### config.mk
export PLATFORM = sky130hd
export DESIGN_NAME = hub75_bcm_scheduler
export DESIGN_NICKNAME = d
export VERILOG_FILES = /design/src/rtl/hub75_pkg.sv /design/src/rtl/hub75_bcm_scheduler_plane_select.sv /design/src/rtl/hub75_bcm_scheduler.sv
export SDC_FILE = /design/constraint.sdc
export NUM_CORES = 1
export LEC_CHECK = 0
export CELL_PAD_IN_SITES_DETAIL_PLACEMENT = 1
export CELL_PAD_IN_SITES_GLOBAL_PLACEMENT = 2
export CORE_ASPECT_RATIO = 0.5
export CORE_MARGIN = 2
export CORE_UTILIZATION = 33
export DETAILED_ROUTE_END_ITERATION = 8
export HOLD_SLACK_MARGIN = 0.1
export PLACE_DENSITY = 0.84
export SLEW_MARGIN = 40
export SYNTH_ARGS = -nofsm -noshare
export SYNTH_HDL_FRONTEND = slang
export SYNTH_HIERARCHICAL = 1
export SYNTH_SLANG_ARGS = --single-unit
### constraint.sdc
create_clock -name clk -period 5.7 [get_ports clk]
set_input_delay 1.14 -clock clk [delete_from_list [all_inputs] [get_ports clk]]
set_output_delay 1.14 -clock clk [all_outputs]
set_load 0.05 [all_outputs]
### src/rtl/hub75_pkg.sv
// hub75_pkg: shared defaults, scan state encoding and BCM plane timing for HUB75 drivers
package hub75_pkg;
  localparam int WIDTH = 32;
  localparam int ROWS = 16;
  localparam int BITS = 4;
  localparam int BASE_SHOW = 64;
  typedef enum logic [2:0] {IDLE, PREFETCH, SHIFT_LO, SHIFT_HI, BLANK, LATCH, SHOW} state_t;
  // OE-low cycles for a plane: each plane doubles the weight of the previous one
  function automatic int unsigned show_len(input int unsigned plane, input int unsigned base = BASE_SHOW);
    return base << plane;
  endfunction
endpackage

### src/rtl/hub75_bcm_scheduler_plane_select.sv
// hub75_plane_select: picks bit[plane] out of each of the six colour fields of a framebuffer word
// fb_rdata : {r1,g1,b1,r2,g2,b2}, each BITS wide
// plane    : BCM plane being shifted
// pins     : {r1,g1,b1,r2,g2,b2} panel data bits
module hub75_plane_select #(
  parameter int BITS = hub75_pkg::BITS,
  parameter int PW = (BITS > 1) ? $clog2(BITS) : 1
) (
  input  logic [6*BITS-1:0] fb_rdata,
  input  logic [PW-1:0]     plane,
  output logic [5:0]        pins
);
  for (genvar f = 0; f < 6; f++) begin : g_f
    logic [BITS-1:0] fld;
    assign fld = fb_rdata[f*BITS +: BITS];
    assign pins[f] = fld[plane];
  end
endmodule

### src/rtl/hub75_bcm_scheduler.sv
// hub75_bcm_scheduler: HUB75 1/16-scan scheduler driving BCM colour planes from a dual-half framebuffer
// clk, reset (async, active high), enable : run control
// fb_rd_en, fb_col, fb_row, fb_rdata      : framebuffer read port, data valid one cycle after fb_rd_en
// r1,g1,b1,r2,g2,b2, clk_out, lat, oe     : panel data, shift clock, latch, output enable (active low)
// row_addr                                : panel row address, only changes while oe is high
// frame_done                              : one-cycle pulse once the last plane of the last row has shown
module hub75_bcm_scheduler #(
  parameter int WIDTH = hub75_pkg::WIDTH,
  parameter int ROWS = hub75_pkg::ROWS,
  parameter int BITS = hub75_pkg::BITS,
  parameter int BASE_SHOW = hub75_pkg::BASE_SHOW
) (
  input  logic                     clk,
  input  logic                     reset,
  input  logic                     enable,
  output logic                     fb_rd_en,
  output logic [$clog2(WIDTH)-1:0] fb_col,
  output logic [$clog2(ROWS)-1:0]  fb_row,
  input  logic [6*BITS-1:0]        fb_rdata,
  output logic                     r1,
  output logic                     g1,
  output logic                     b1,
  output logic                     r2,
  output logic                     g2,
  output logic                     b2,
  output logic [$clog2(ROWS)-1:0]  row_addr,
  output logic                     clk_out,
  output logic                     lat,
  output logic                     oe,
  output logic                     frame_done
);
  import hub75_pkg::*;
  localparam int CW = $clog2(WIDTH);
  localparam int RW = $clog2(ROWS);
  localparam int PW = (BITS > 1) ? $clog2(BITS) : 1;
  localparam int SW = $clog2(show_len(BITS - 1, BASE_SHOW));
  state_t state, nxt;
  logic [CW-1:0] col;
  logic [RW-1:0] row;
  logic [PW-1:0] plane;
  logic [SW-1:0] cnt;
  logic [5:0] sel, data_q, pins;
  logic last_col, last_plane, last_row, show_end;
  assign last_col = col == CW'(WIDTH - 1);
  assign last_plane = plane == PW'(BITS - 1);
  assign last_row = row == RW'(ROWS - 1);
  assign show_end = state == SHOW && cnt == '0;
  hub75_plane_select #(.BITS(BITS), .PW(PW)) u_sel (
    .fb_rdata(fb_rdata),
    .plane(plane),
    .pins(sel)
  );
  always_ff @(posedge clk or posedge reset) begin
    if (reset) begin
      state <= IDLE;
      col <= '0;
      row <= '0;
      plane <= '0;
      cnt <= '0;
      data_q <= '0;
      row_addr <= '0;
      frame_done <= 1'b0;
    end else begin
      state <= nxt;
      frame_done <= show_end && last_plane && last_row;
      if (state == SHIFT_LO) data_q <= sel;
      if (state == SHIFT_HI) col <= last_col ? '0 : col + 1'b1;
      if (state == BLANK) row_addr <= row;
      if (state == LATCH) cnt <= SW'(show_len(32'(plane), BASE_SHOW) - 1);
      if (state == SHOW) cnt <= cnt - 1'b1;
      if (show_end) begin
        plane <= last_plane ? '0 : plane + 1'b1;
        if (last_plane) row <= last_row ? '0 : row + 1'b1;
      end
    end
  end
  // Data pins follow the read word in SHIFT_LO and hold it through the SHIFT_HI rising clock
  always_comb begin
    nxt = state;
    fb_rd_en = 1'b0;
    fb_col = '0;
    clk_out = 1'b0;
    lat = 1'b0;
    oe = 1'b1;
    pins = '0;
    case (state)
      IDLE: nxt = enable ? PREFETCH : IDLE;
      PREFETCH: begin
        fb_rd_en = 1'b1;
        nxt = SHIFT_LO;
      end
      SHIFT_LO: begin
        pins = sel;
        nxt = SHIFT_HI;
      end
      SHIFT_HI: begin
        clk_out = 1'b1;
        pins = data_q;
        fb_rd_en = !last_col;
        fb_col = last_col ? '0 : col + 1'b1;
        nxt = last_col ? BLANK : SHIFT_LO;
      end
      BLANK: nxt = LATCH;
      LATCH: begin
        lat = 1'b1;
        nxt = SHOW;
      end
      SHOW: begin
        oe = 1'b0;
        nxt = cnt != '0 ? SHOW : enable ? PREFETCH : IDLE;
      end
      default: nxt = IDLE;
    endcase
  end
  assign fb_row = fb_rd_en ? row : '0;
  assign {r1, g1, b1, r2, g2, b2} = pins;
endmodule

# After elaboration in Yosys (flattened, before gate mapping)

Index checks and enable logic that the tools add are counted.

Add/sub/neg operators: 5
$mul: 0
Div/mod/pow operators: 0
Order comparisons: 1
Equal/unequal tests: 9
Shift-type cells: 1
Mux-type cells: 28
Bitwise gates (word level): 0
Reduce and logical (&&, ||, !) cells: 9

Operators with widths:

| operator            | number |
|---|---|
| $pmux 3 s7          | 1 |
| $mux 9              | 2 |
| $sub 9x1->9 const B | 2 |
| $bmux 1 s2          | 6 |
| $pmux 6 s2          | 1 |
| $mux 1              | 10 |
| $mux 5              | 2 |
| $eq 3x3->1 const B  | 3 |
| $logic_not 9->1     | 1 |
| $reduce_bool 9->1   | 1 |
| $shl 7x2->9 const A | 1 |
| $mux 4              | 2 |
| $eq 3x2->1 const B  | 2 |
| $mux 3              | 2 |
| $add 5x1->5 const B | 1 |
| $eq 5x5->1 const B  | 1 |
| $add 4x1->4 const B | 1 |
| $eq 4x4->1 const B  | 1 |
| $eq 3x1->1 const B  | 1 |
| $logic_and 1x1->1   | 3 |
| $logic_not 3->1     | 1 |
| $lt 2x3->1 const B  | 1 |
| $add 2x1->2 const B | 1 |
| $eq 2x2->1 const B  | 1 |
| 5 further kinds     | 5 |

Flip-flop bits (word level): 34
Latch bits: 0
Bits in writable memories: 0
Bits in read-only memories: 0
Bits of input ports: 27
Output and inout bits: 24
Logic and storage cells: 61
Memories kept: 0

# Longest topological paths before layout

Gate-level depths: netlist of the first run.

Depth after elaboration: 4
Gate-level depth with buffers: 6
Mapped depth without buffers: 6

# Modules after synthesis

The synthesis of the first run kept the hierarchy.

By module, submodules not included:

| module              | times used | cells each | area each (sq um) | seq. area each (sq um) |
|---|---|---|---|---|
| hub75_bcm_scheduler | 1          | 195        | 1,945.6           | 850.8 |
| hub75_plane_select  | 1          | 7          | 146.4             | 0.0 |

# Worst setup path after synthesis of the first run

OpenSTA, ideal clock, no wires.

Path kind: register -> output
From: register col[0]
To: output fb_row[0]
Data arrival time: 2.975 ns
Required time: 4.560 ns
Slack: 1.585 ns
Stages on the path, launching flop included: 6
Path buffers: 0
Cells stage by stage: dfrtp_1 > ha_1 > and3_1 > ha_1 > a211oi_1 > and2_1

Cells in the longest elaborated chain, start to end: 4

RTL lines:

| what                   | line                       | RTL |
|---|---|---|
| start, declared        | hub75_bcm_scheduler.sv:38  | `logic [CW-1:0] col;` |
| start signal, assigned | hub75_bcm_scheduler.sv:67  | `if (state == SHIFT_HI) col <= last_col ? '0 : col + 1'b1;` |
| $eq 5x5->1             | hub75_bcm_scheduler.sv:44  | `assign last_col = col == CW'(WIDTH - 1);` |
| $logic_not 1->1        | hub75_bcm_scheduler.sv:99  | `fb_rd_en = !last_col;` |
| $pmux 1 s2             | hub75_bcm_scheduler.sv:86  | `case (state)` |
| named net fb_rd_en     | hub75_bcm_scheduler.sv:16  | `output logic fb_rd_en,` |
| $mux 4                 | hub75_bcm_scheduler.sv:115 | `assign fb_row = fb_rd_en ? row : '0;` |
| end, declared          | hub75_bcm_scheduler.sv:18  | `output logic [$clog2(ROWS)-1:0] fb_row,` |

The timed path passes the listed nets, and every way through them passes these cells.

# Final worst setup path of the first run

From: register col[0]
To: output fb_row[0]

Cells in the longest elaborated chain, start to end: 4

RTL lines:

| what            | line |
|---|---|
| $eq 5x5->1      | hub75_bcm_scheduler.sv:44 |
| $logic_not 1->1 | hub75_bcm_scheduler.sv:99 |
| $pmux 1 s2      | hub75_bcm_scheduler.sv:86 |
| $mux 4          | hub75_bcm_scheduler.sv:115 |

No other way between the ends.

==> results of run 1 <==
## worst min-delay path by stage
stage                     end  slack, ns  cells past startpoint
floorplan              row[3]       0.47                      1
global placement    data_q[1]       0.49                      1
detailed placement  data_q[1]       0.50                      1
CTS                 data_q[1]       0.51                      1
global route        data_q[3]       0.53                      1
finish              data_q[1]       0.51                      1
## stage by stage
stage,area (um^2),hold slack [ns],cells
global route,2800,0.530,338
floorplan,2090,0.474,202
finish,2800,0.508,338
CTS,2800,0.513,338
detailed placement,2660,0.501,331
global placement,2660,0.490,331
## cells by family after synthesis
group                      synth area share
AOI/OAI and AO/OA                     0.178
muxes                                 0.150
buffers and inverters                0.0431
and+or+nand+nor                       0.163
xor gates and xnor gates             0.0167
adders and majority gates            0.0419
DFF                                   0.407
## worst reg2reg max path: cells and delay by family (launching register included)
kind | cells | cell delay (ns)
simple gates | 3 | 1.01
flops | 1 | 0.76
mux | 1 | 0.37
## registers in the layout, indices dropped and copies added, names as in the netlist
| signal | cells |
|---|---|
| col | 5 |
| frame_done | 1 |
| plane | 2 |
| cnt | 9 |
| row | 4 |
| state | 3 |
| data_q | 6 |
| row_addr | 4 |
## cell usage in the layout (no fill, tap or decap), types with 2 or more instances in the layout
cell             netlist  layout
a21o_1                 2       2
and2_1                 8       8
a211oi_1               2       2
nand2_1               14      14
dfrtp_1               34      34
o31ai_1                5       5
clkbuf_16              0       5
buf_4                  0       2
clkdlybuf4s50_1        0      50
o22ai_1                2       2
a22o_1                 7       7
mux4_2                 6       6
ha_1                   7       7
nor2b_1                2       2
inv_1                  8       8
nand2b_1               4       4
xor2_1                 3       3
nand4_1                2       2
a21oi_1               11      11
nand3_1                6       6
o21ai_0               11      11
mux2_2                15      15
and3_1                 4       4
nor2_1                13      12
nor3_1                 2       2
clkbuf_1               3       2
## cell usage after synthesis, drive strengths merged, types with 3 or more instances
cell type and instances:
and3 4, a22o 7, inv 9, buf 7, o31ai 5, dfrtp 34
xor2 3, and2 8, nand2 14, clkbuf 4, a21oi 11, nand3 6
nor3 3, ha 7, nor2 13, o21ai 11, mux2 15, nand2b 4
mux4 6, nor4 3
## final cells by class
cell class              count  area share
multi-input cells         148       0.413
flip-flops and latches     34       0.304
repair buffers             52       0.184
clock buffers               7      0.0474
well taps                  88      0.0394
inverters                   9      0.0121
## metal layers
| layer | track usage | part of all wire |
|---|---|---|
| met1 | 0.242 | 0.47 |
| met2 | 0.268 | 0.47 |
| met3 | 0.0375 | 0.047 |
| met4 | 0.0504 | 0.0036 |
| met5 | 0 | 0 |
## power breakdown
part	internal [mW]	switching [mW]
combinational	0.256	0.401
sequential	0.296	0.0691
clock	0.160	0.0961
==> results.tsv, run 1 <==
metric	value	unit
skew	0.00443	ns
clk_latency	0.27	ns
ir_worst_vdd	0.208	mV
nFillCells	704	
synth_area	2090	um^2
drt_iter0_drc	82	
cp.arrival	3.12	ns
via_per_inst	5.36	
cts_setup_buffers	0	
dieArea	7030	um^2
antenna_found_initial	0	
synth_ff_type	dfrtp_1	
crit_cells	6	
vias	1813	
ios	51	
drtPass1Iterations	6	
drtAntennaViolNets	0	
synth_edf_count	0	
final_nets	284	
track_usage	0.171	
ys_seq_elements	34	
fp-row-count	20	
max_freq	0.235	GHz
rr_endpoint	plane[0]	
rsz0062_at_grt	no	
cts.sinks	34	
clockBufferDepth	2	
yosysSeqAreaShare	0.407	
synthTopCellsByArea	dfrtp_1 41%, mux2_2 8.1%, mux4_2 6.5%	
finalSetupTns	0	ns
initial_utilization	0.343	
synth_top_cell_area_share	0.407	
worst-path-buf-inv	1	
die_w	117	um
gp_congestion	0.794	
crit_start	col[0]	
setup_viol	0	
path_clk_slew	0.05	ns
finalPower	1.28	mW
maxCapViolCount	0	
syn_avg_cell_area	10.4	um^2
crit_required	4.56	ns
min_from	data_q[1]	
worst-setup-path-type	reg2out	
slowest_stage	clkdlybuf4s50_1	
root_buffer	clkbuf_16	
insertedDiodeCount	0	
ys_async_sr_fraction	1.00	
route.detailed.drc	0	
crit_chain	ha_1 > and3_1 > ha_1 > a211oi_1 > and2_1 > clkdlybuf4s50_1	
multi_input_area	1150	um^2
worst_pin_slew	0.714	ns
coreArea	6110	um^2
cts_buffers	5	
synth_cell_type_count	50	
drt-total-wl	5510	um
post-place-ws	1.58	ns
syn_to_final_growth	33.7	%
die_y	60.3	um
relSlewSlack	0.521	
status	finished clean	
critPathCaptureType	primary output	
synth_top_cell_by_area	dfrtp_1	
dp_hpwl	4020	um
finalWorstSetupSlack	1.44	ns
crit_end	fb_row[0]	
crit_fanout	6	
post-route-period-util	0.747	
grt_pass1_wl	9210	um
power_density	457	nW/um^2
hold_viol_final	0	
grt_max_degree	35	
register_area	851	um^2
slew_violations	0	
cpMostUsedCell	ha_1	
cts_hold_buf	0	
htreeDepth	2	
leakagePower	1.15	nW
synthCells	202	
wl_per_cell	16.3	um
cts_resized	0	
cp-start-kind	flop	
drive_gt1_frac	0.140	
port_buffers	50	
worstRegToRegCells	4	
grt_pass1_vias	1869	
r2r_start	state[2]	
cp_slowest_stage_delay	0.80	ns
finalCoreUtilization	0.458	
hp-class	reg2reg	
reg2reg_slack	3.45	ns
period_needed	4.26	ns
yosysWarnings	6	
tritoncts	done	
synth_fp_nets	236	
critPathTopFamily	buffers and inverters	
grt.overflow.total	0	
(Power assumes the default switching activity.)
==> run 2: changes to the inputs <==
Settings changed: CORE_UTILIZATION 33 to 31, PLACE_DENSITY 0.84 to 0.79.
Clock period 5.7 ns to 4.2 ns, I/O delays scaled along.
==> results.tsv, run 2 (same netlist as run 1, synthesis figures left out) <==
metric	value	unit
status	finished clean	
final_cell_mix	50 x clkdlybuf4s50_1, 34 x dfrtp_1, 15 x mux2_2, 14 x nand2_1, 13 x nor2_1	
insertedDiodeCount	0	
p_comb_frac	0.504	
power_frac_seq	0.267	
drtAntennaViolNets	0	
drt_iter0_drc	81	
final_common_cell	clkdlybuf4s50_1	
dp_hpwl	4250	um
syn_to_final_growth	37.1	%
worst_pin_slew	0.606	ns
tritoncts	done	
vias	1780	
gp_congestion	0.754	
clk_latency	0.28	ns
reg2reg_slack	2.21	ns
skew	0.00492	ns
hold_ws	0.510	ns
r2r_start	col[0]	
die_y	62.1	um
crit_required	3.36	ns
leakagePower	1.19	nW
crit_fanout	6	
max_freq	0.268	GHz
drt-total-wl	5790	um
largest_reg_flops	9	
cp.arrival	2.88	ns
finalSetupTns	0	ns
critPathCaptureType	primary output	
grt_pass1_vias	1917	
setup_viol	0	
post-route-period-util	0.887	
htreeDepth	2	
root_buffer	clkbuf_16	
drive_gt1_frac	0.168	
cts.sinks	34	
route.detailed.drc	0	
worstRegToRegCells	5	
clockBufferDepth	2	
final_nets	289	
grt_max_degree	26	
relSlewSlack	0.592	
port_buffers	50	
power_density	638	nW/um^2
dieArea	7460	um^2
finalWorstSetupSlack	0.475	ns
rr_endpoint	col[3]	
period_needed	3.72	ns
cts_buffers	5	
fp-row-count	21	
maxCapViolCount	0	
register_area	851	um^2
reg.largest.list	cnt x9, data_q x6, col x5	
hp-class	reg2reg	
initial_utilization	0.317	
slew_violations	0	
path_clk_slew	0.06	ns
hold_viol_final	0	
ios	51	
clkPwrFrac	0.229	
post-place-ws	0.694	ns
regMostFlops	cnt	
cts_hold_buf	0	
grt.overflow.total	0	
cts_resized	0	
grt_pass1_wl	9630	um
coreArea	6600	um^2
wl_per_cell	16.6	um
cp-start-kind	flop	
via_per_inst	5.11	
cts_setup_buffers	0	
switching_share	0.428	
internal_power	1.05	mW
dp_cells	340	
rsz0062_at_grt	no	
crit_end	fb_col[0]	
drtPass1Iterations	4	
crit_start	col[0]	
die_w	120	um
worst-setup-path-type	reg2out	
track_usage	0.167	
antenna_found_initial	0	
instances_no_fill	348	
multi_input_area	1150	um^2
p_sw	0.784	mW
nFillCells	722	
ir_worst_vdd	0.185	mV
run 2: power by group through the flow:
stage / registers (mW) / clock network (mW) / logic (mW)
2_1_floorplan: 0.454 / 0 / 0.685
3_3_place_gp: 0.489 / 0 / 0.903
3_5_place_dp: 0.496 / 0 / 0.929
4_1_cts: 0.490 / 0.429 / 0.932
5_1_grt: 0.508 / 0.447 / 0.992
6_report: 0.490 / 0.419 / 0.922
run 2: cell type report:
| cell class | instances | area share |
|---|---|---|
| Clock buffer | 5 | 0.0436 |
| Clock inverter | 3 | 0.0140 |
| Inverter | 9 | 0.0118 |
| Multi-Input combinational cell | 148 | 0.401 |
| Sequential cell | 34 | 0.297 |
| Tap cell | 92 | 0.0401 |
| Timing Repair Buffer | 57 | 0.193 |
run 2: per-layer routing:
metal  up-vias  GRT usage  routed length [um]
li1        852          -                   -
met1       886      0.214                2760
met2        37      0.292                2720
met3         5     0.0392                 259
met4         0     0.0454                  55
met5         -          0                   0
run 2: critical path: stages, from the launching register on:
cell and delay, ns:
dfrtp_1 0.43, ha_1 0.26, and3_1 0.20, ha_1 0.26
or3_1 0.47, nor2_1 0.16, clkdlybuf4s50_1 0.83
run 2: metrics by stage:
stage,utilization,power (mW),area [um^2]
floorplan,-,1.14,2090
detailed placement,0.410,1.43,2700
CTS,0.435,1.85,2870
global route,0.435,1.95,2870
finish,0.435,1.83,2870
global placement,0.410,1.39,2700
run 2: worst min-delay path by stage:
stage                     end  depth (start not counted)      start
global placement    data_q[3]                          1  data_q[3]
global route        data_q[1]                          1  data_q[1]
CTS                 data_q[1]                          1  data_q[1]
finish              data_q[4]                          1  data_q[4]
detailed placement  data_q[1]                          1  data_q[1]
floorplan              row[3]                          1     row[3]
